[src/rtl/fetch_seq.sv]
// Y86 byte-serial fetch: header, register and constant bytes are read one per imem_ack. Result in N+1 cycles after accept
// (N bytes, zero-wait memory). Memory stalls hold imem_req/imem_addr; the result is held in DONE until out_ready.
module fetch_seq #(
  parameter int DATA_WID = 64
) (
  input  logic                CLK,
  input  logic                RSTn,
  input  logic [DATA_WID-1:0] pc_in,
  input  logic                pc_valid,
  output logic                pc_ready,
  output logic                imem_req,
  output logic [DATA_WID-1:0] imem_addr,
  input  logic                imem_ack,
  input  logic [7:0]          imem_rdata,
  input  logic                imem_err,
  output logic [3:0]          icode,
  output logic [3:0]          ifun,
  output logic [3:0]          rA,
  output logic [3:0]          rB,
  output logic [DATA_WID-1:0] valC,
  output logic [DATA_WID-1:0] valP,
  output logic                out_valid,
  input  logic                out_ready,
  output logic                instr_valid,
  output logic                instr_error,
  output logic                imem_error
);

  typedef enum logic [2:0] {IDLE, HDR, REG, CONST, DONE} state_t;

  state_t              state_q, state_d;
  logic [DATA_WID-1:0] pc_q, pc_d, addr_q, addr_d, valc_q, valc_d, valp_q, valp_d;
  logic [3:0]          icode_q, icode_d, ifun_q, ifun_d, ra_q, ra_d, rb_q, rb_d;
  logic [2:0]          cnt_q, cnt_d;
  logic                req_q, req_d, ov_q, ov_d, ierr_q, ierr_d, merr_q, merr_d;
  logic [3:0]          len;
  logic                hdr_reg, hdr_const, take;

  assign take = req_q & imem_ack;

  // Instruction length and follow-on phases decoded straight from the header byte.
  always_comb begin
    len       = 4'd1;
    hdr_reg   = 1'b0;
    hdr_const = 1'b0;
    case (imem_rdata[7:4])
      4'h2, 4'h6, 4'hA, 4'hB: begin len = 4'd2;  hdr_reg = 1'b1; end
      4'h7, 4'h8:             begin len = 4'd9;  hdr_const = 1'b1; end
      4'h3, 4'h4, 4'h5:       begin len = 4'd10; hdr_reg = 1'b1; end
      default:                len = 4'd1;
    endcase
  end

  always_comb begin
    state_d = state_q;
    pc_d    = pc_q;
    addr_d  = addr_q;
    valc_d  = valc_q;
    valp_d  = valp_q;
    icode_d = icode_q;
    ifun_d  = ifun_q;
    ra_d    = ra_q;
    rb_d    = rb_q;
    cnt_d   = cnt_q;
    req_d   = req_q;
    ov_d    = ov_q;
    ierr_d  = ierr_q;
    merr_d  = merr_q;
    case (state_q)
      IDLE: begin
        if (pc_valid) begin
          state_d = HDR;
          pc_d    = pc_in;
          addr_d  = pc_in;
          req_d   = 1'b1;
          icode_d = 4'h0;
          ifun_d  = 4'h0;
          ra_d    = 4'hF;
          rb_d    = 4'hF;
          valc_d  = '0;
          valp_d  = '0;
          cnt_d   = 3'd0;
          ierr_d  = 1'b0;
          merr_d  = 1'b0;
        end
      end
      HDR: begin
        if (take) begin
          addr_d  = addr_q + 1'b1;
          icode_d = imem_rdata[7:4];
          ifun_d  = imem_rdata[3:0];
          valp_d  = pc_q + DATA_WID'(len);
          ierr_d  = (imem_rdata[7:4] > 4'hB);
          if (hdr_reg) begin
            state_d = REG;
          end else if (hdr_const) begin
            state_d = CONST;
          end else begin
            state_d = DONE;
            req_d   = 1'b0;
            ov_d    = 1'b1;
          end
        end
      end
      REG: begin
        if (take) begin
          addr_d = addr_q + 1'b1;
          ra_d   = imem_rdata[7:4];
          rb_d   = imem_rdata[3:0];
          if (icode_q inside {4'h3, 4'h4, 4'h5}) begin
            state_d = CONST;
          end else begin
            state_d = DONE;
            req_d   = 1'b0;
            ov_d    = 1'b1;
          end
        end
      end
      CONST: begin
        if (take) begin
          addr_d = addr_q + 1'b1;
          valc_d[8*cnt_q +: 8] = imem_rdata;
          cnt_d  = cnt_q + 3'd1;
          if (cnt_q == 3'd7) begin
            state_d = DONE;
            req_d   = 1'b0;
            ov_d    = 1'b1;
          end
        end
      end
      DONE: begin
        if (out_ready) begin
          state_d = IDLE;
          ov_d    = 1'b0;
        end
      end
      default: state_d = IDLE;
    endcase
    // A faulting byte wins over any decode from the same cycle; fields fetched so far are kept.
    if (take && imem_err) begin
      state_d = DONE;
      req_d   = 1'b0;
      ov_d    = 1'b1;
      merr_d  = 1'b1;
      ierr_d  = 1'b0;
      valp_d  = pc_q;
      addr_d  = addr_q;
      icode_d = icode_q;
      ifun_d  = ifun_q;
      ra_d    = ra_q;
      rb_d    = rb_q;
      valc_d  = valc_q;
    end
  end

  always_ff @(posedge CLK or negedge RSTn) begin
    if (!RSTn) begin
      state_q <= IDLE;
      pc_q    <= '0;
      addr_q  <= '0;
      valc_q  <= '0;
      valp_q  <= '0;
      icode_q <= '0;
      ifun_q  <= '0;
      ra_q    <= '0;
      rb_q    <= '0;
      cnt_q   <= '0;
      req_q   <= 1'b0;
      ov_q    <= 1'b0;
      ierr_q  <= 1'b0;
      merr_q  <= 1'b0;
    end else begin
      state_q <= state_d;
      pc_q    <= pc_d;
      addr_q  <= addr_d;
      valc_q  <= valc_d;
      valp_q  <= valp_d;
      icode_q <= icode_d;
      ifun_q  <= ifun_d;
      ra_q    <= ra_d;
      rb_q    <= rb_d;
      cnt_q   <= cnt_d;
      req_q   <= req_d;
      ov_q    <= ov_d;
      ierr_q  <= ierr_d;
      merr_q  <= merr_d;
    end
  end

  assign pc_ready    = (state_q == IDLE);
  assign imem_req    = req_q;
  assign imem_addr   = addr_q;
  assign icode       = icode_q;
  assign ifun        = ifun_q;
  assign rA          = ra_q;
  assign rB          = rb_q;
  assign valC        = valc_q;
  assign valP        = valp_q;
  assign out_valid   = ov_q;
  assign instr_error = ierr_q;
  assign imem_error  = merr_q;
  assign instr_valid = ov_q & ~ierr_q & ~merr_q;

endmodule

[config.mk]
export PLATFORM = sky130hd
export DESIGN_NAME = fetch_seq
export DESIGN_NICKNAME = d
export VERILOG_FILES = /design/src/rtl/fetch_seq.sv
export SDC_FILE = /design/constraint.sdc
export NUM_CORES = 1
export LEC_CHECK = 0
export BUFFER_PORTS_ARGS = -buffer_cell sky130_fd_sc_hd__clkbuf_2
export CAP_MARGIN = 20
export CORE_MARGIN = 4
export CORE_UTILIZATION = 50
export CTS_CLUSTER_SIZE = 20
export DETAILED_ROUTE_END_ITERATION = 16
export PLACE_DENSITY = 0.74
export SYNTH_ARGS = -nofsm -noshare
export SYNTH_HDL_FRONTEND = slang
export SYNTH_SLANG_ARGS = --single-unit
[constraint.sdc]
create_clock -name CLK -period 2.55 [get_ports CLK]
set_input_delay 0.255 -clock CLK [delete_from_list [all_inputs] [get_ports CLK]]
set_output_delay 0.255 -clock CLK [all_outputs]
set_load 0.1 [all_outputs]
**After elaboration in Yosys (flattened, before gate mapping)**

Index checks and enable logic that the tools add are counted.

- Eq/ne operators: 31
- Bitwise operators: 6
- Mux-type cells: 61
- Reductions and logical operators: 28
- Shifts and indexed selects: 2
- Add/sub/neg operators: 4
- Order comparisons: 1

Operators by type and width:

| operator | number |
|---|---|
| 2-to-1 mux 64 bit | 6 |
| case mux 64 bit (2 select lines) | 3 |
| adder 64 x 1 -> 64 bit, second input constant | 1 |
| adder 64 x 4 -> 64 bit | 1 |
| bitwise mux 64 bit | 1 |
| variable shift 8 x 34 -> 64 bit, first input constant | 1 |
| variable part select 8 x 34 -> 64 bit | 1 |
| 2-to-1 mux 3 bit | 12 |
| negation 6 -> 34 bit | 1 |
| case mux 4 bit (2 select lines) | 4 |
| 2-to-1 mux 1 bit | 25 |
| == test 4 x 3 -> 1 bit, second input constant | 6 |
| != test 3 bit, second input constant | 8 |
| AND reduction 9 bit | 2 |
| 2-to-1 mux 4 bit | 4 |
| AND reduction 4 bit | 4 |
| case mux 3 bit (5 select lines) | 1 |
| == test 4 x 2 -> 1 bit, second input constant | 3 |
| == test 4 bit, second input constant | 3 |
| case mux 4 bit (3 select lines) | 1 |
| nonzero test 2 bit | 6 |
| nonzero test 5 bit | 2 |
| != test 2 bit, second input constant | 4 |
| case mux 1 bit (4 select lines) | 2 |
| other kinds (21) | 31 |

- Input bits: 78
- Flip-flop bits (word level): 282

**Longest topological paths before layout**

- Depth after elaboration: 8
- Gate-level depth with buffers: 14
- Gate-level depth less buffers: 13

**Worst setup path after synthesis**

OpenSTA, ideal clock, no wires.

- Path kind: reg-to-reg
- From: reg state_q[2]
- To: reg pc_q[35]
- Arrival time: 4.058 ns
- Path slack: -1.632 ns
- Stages on the path, launching flop included: 8
- Clock period less this slack: 4.182 ns
- Required time: 2.425 ns
- Setup time: 0.125 ns
- Cell sequence: dfrtp_1 > buf_2 > nor3_1 > and2_1 > clkbuf_1 > clkbuf_1 > clkbuf_1 > mux2_2

- Cells in the longest elaborated chain, start to end: 2

Ends and longest elaborated chain:

| element | line | text |
|---|---|---|
| from (decl) | 31 | `state_t state_q, state_d;` |
| from (signal assigned) | 173 | `state_q <= state_d;` |
| zero test 3 bit | n/a |  |
| net pc_ready | 10 | `output logic pc_ready,` |
| AND reduction 2 bit (no source line) | n/a |  |
| to (signal assigned) | 174 | `pc_q <= pc_d;` |
| to (decl) | 32 | `logic [DATA_WID-1:0] pc_q, pc_d, addr_q, addr_d, valc_q, valc_d, valp_q, valp_d;` |

The timed path passes the listed nets, and every way through them passes these cells.
A chain may end at the register's enable or synchronous reset.

**Worst setup path after layout**

- From: reg addr_q[28] (netlist: imem_addr[28])
- To: reg addr_q[60] (netlist: imem_addr[60])

- Cells in the longest elaborated chain, start to end: 3

Ends and longest elaborated chain:

| element | line | text |
|---|---|---|
| from (decl) | 32 |  |
| from (signal assigned) | 175 | `addr_q <= addr_d;` |
| adder 64 x 1 -> 64 bit | 89, 107, 121 |  |
| 2-to-1 mux 64 bit | 88, 106, 120 |  |
| case mux 64 bit (2 select lines) | 69 | `case (state_q)` |

No other way between the ends. The select of a mux whose other input is x is not followed.

==> metrics <==
status finished, final reports clean; Post-Synth Simple-Gate Area 0.189; Die Y 176 µm; root buffer cell clkbuf_16; GR Overflow Total 0; Clk pwr share 0.445; IO Count 292; Yosys warnings 0; RSZ-0062 raised after global routing no; hold wc startpoint imem_rdata[6]; first-pass GRT wire length 70300 µm; Combinational Power Share 0.091; initial antenna violation count 3; CTS Sinks 282; initial core utilization 0.506; final setup fails 0; top-area cell type share of the netlist area 0.502; core box area 27800 µm²; number of global-route vias before repair 12700; MaxCap Viol Count 0; largest net degree at the start of global routing 77; Max VDD drop 0.445 mV; area delta synth->final 29.4%; Starting DRT DRC Count 1131; antenna-violating nets left 0; post-synth cell types 68; Max Clock Skew 17.5 ps; maximum operating frequency 0.405 GHz; post-synthesis mux area share 0.0460; CTS tree done; Clock Latency Late Sink 560 ps; xor and xnor area share after synthesis 0.0361; Pint 7.39 mW; largest family of logic cells by synthesized area simple AND/OR/NAND/NOR gates; Overall Global Routing Usage 0.279; Via density 5.94; number of remaining DRC errors 0; worst hold margin 25.8 ps; IO buf count 291; Sw Ratio 0.253; post-synthesis register bit count 282; Leakage 8.19 nW; critical path arrival 2910 ps; Reg2Reg Launch Point imem_addr[28]$_DFFE_PN0P_; list of most frequent post-synthesis cells 282 x dfrtp_1, 164 x nand2_1, 117 x o21ai_0; count leader, synth dfrtp_1; R2R depth 6; Clock Pin Slew Worst Setup and Hold Paths 60 ps; Syn Std Cell Area 14100 µm²; Slew @ Worst Pin 867 ps; Final Wtd Congestion 0.902; FP Rows 61; Final HPWL DP 32200 µm; post-synthesis compound-gate area fraction 0.184; Switch Pwr 2.50 mW; element type at the critical path end register; CP Max Fanout 8; final WL 44600 µm; Die X 176 µm; final net count 1917; path type of the worst min-delay path in2reg; Longest Clk Path Bufs 3; crit path from imem_addr[28]$_DFFE_PN0P_; largest area contributor in the netlist dfrtp_1; placed cell count 2112; Final min period 2470 ps; Area contributors post-synth dfrtp_1 50%, nand2_1 4.4%, mux2_2 4.2%; H-tree depth 1; count of final hold-check violations 0; max_slew headroom 0.416; Power, Total 9.89 mW; routed length per instance 20.0 µm; postcts setup bufs 0; DIE AREA 30900 µm²; Adder-Cell Fraction of Synth Area 0.00854; final cell count without fillers 2234; register area share after synthesis 0.502; share of cells above drive strength 1 0.297; CP Launch Type register; hold path depth 3; period utilization 0.969; Crit path required time 2990 ps; Pins Over Slew Limit 0; TritonCTS Buffers 30; Synth Flop Type dfrtp_1; Seq pwr share 0.464; Crit Path Category reg2reg; cells after synthesis 1454; power density cells 544 nW/µm²; Post-synth EDFFs 0; Pre-antenna DRT Iters 5; Syn Nets 1541; Vias 13300; Synth Area per Inst 9.67 µm²; asr flop ratio synth 1.00
## power by group through the flow
stage                     Sequential [mW]  Clock, mW  Combinational [mW]
after floorplan                      5.02          0               0.125
after global placement               4.67          0               0.813
after detailed placement             4.67          0               0.821
after CTS                            4.59       4.47               0.902
after global routing                 4.59       4.66               0.951
final                                4.59       4.40               0.902
## cells in the final DEF (no fill, tap or decap), types with 8 or more instances in the layout
| cell type | instances |
|---|---|
| nor2_1 | 96 |
| inv_1 | 34 |
| nor4_1 | 18 |
| mux2_2 | 53 |
| clkbuf_1 | 10 |
| a211oi_1 | 9 |
| xor2_1 | 17 |
| nor3_1 | 46 |
| a2bb2oi_1 | 11 |
| ha_1 | 8 |
| clkbuf_16 | 30 |
| a21oi_1 | 85 |
| nand2b_1 | 11 |
| nand3_1 | 65 |
| nand4_1 | 38 |
| nand2_1 | 164 |
| dfrtp_2 | 36 |
| clkbuf_8 | 9 |
| o21ai_1 | 13 |
| clkbuf_2 | 290 |
| dfrtp_1 | 240 |
| o21ai_0 | 116 |
| a22o_1 | 36 |
| and2_1 | 8 |
| o22ai_1 | 25 |
| dlygate4sd3_1 | 64 |
| or3_1 | 12 |
| a32o_1 | 32 |
| buf_4 | 69 |
| xnor2_1 | 41 |
| buf_12 | 12 |
| and3_1 | 18 |
## cells by family after synthesis
logic type,count (synthesis)
compound gates,396
xor+xnor,58
fa+ha+maj,9
buf+inv,126
flops,282
mux,58
simple gates,525
## worst paths after layout
| check | to | slack (ps) |
|---|---|---|
| worst max-delay path | imem_addr[60]$_DFFE_PN0P_ | 80 |
| worst min-delay path | instr_error$_DFFE_PN0P_ | 30 |
| worst max register to register | imem_addr[60]$_DFFE_PN0P_ | 80 |
| worst min register to register | valP[59]$_DFFE_PN0P_ | 480 |
| max in group asynchronous | imem_req$_DFFE_PN0P_ | 1430 |
| min in group asynchronous | imem_addr[29]$_DFFE_PN0P_ | 270 |
## per-stage QoR
stage / setup slack [ps] / utilization / setup TNS (ps) / instance area (µm²)
2_1_floorplan: 0.157 / - / 0 / 14200
3_3_place_gp: -7.74 / 0.596 / -7.74 / 16500
3_5_place_dp: -74.1 / 0.596 / -738 / 16500
4_1_cts: 91.0 / 0.655 / 0 / 18200
5_1_grt: 6.24 / 0.655 / 0 / 18200
6_report: 79.0 / 0.655 / 0 / 18200
## sequential cells by signal, summed over array words and instances (netlist names), 3 cells and up
signal and count:
rB 4, cnt_q 3, icode 4, ifun 4, valC 64, rA 4
valP 64, pc_q 64, imem_addr 64, state_q 3
## per-layer routing
metal	part of all wire	vias up	GRT usage
met5	0	-	0.00641
met4	0.033	0	0.0874
met3	0.080	98	0.0424
met2	0.47	633	0.443
met1	0.42	6459	0.398
li1	-	6090	-
## worst max-delay path: stages (launching register included)
cell and delay, ps:
dfrtp_4 450, nand4_2 180, or4_4 660, or3_4 440
nor4_4 290, nor3_1 80, a311oi_1 250
## layout make-up
| type | count | area (µm²) |
|---|---|---|
| inverter | 34 | 128 |
| timing repair buffer | 436 | 2870 |
| clock buffer | 49 | 912 |
| antenna | 4 | 10.0 |
| multi-input combinational | 1046 | 6600 |
| fill | 2312 | 9580 |
| sequential | 282 | 7120 |
| clock inverter | 5 | 88.8 |
| tap | 378 | 473 |
## timing repair
item                                    CTS  global route
endpoints found under the setup margin    0             1
endpoints found under the hold margin   135             0
gates resized for setup                   0             1
hold buffers                             64             0
Power figures use the tool's default switching activity.
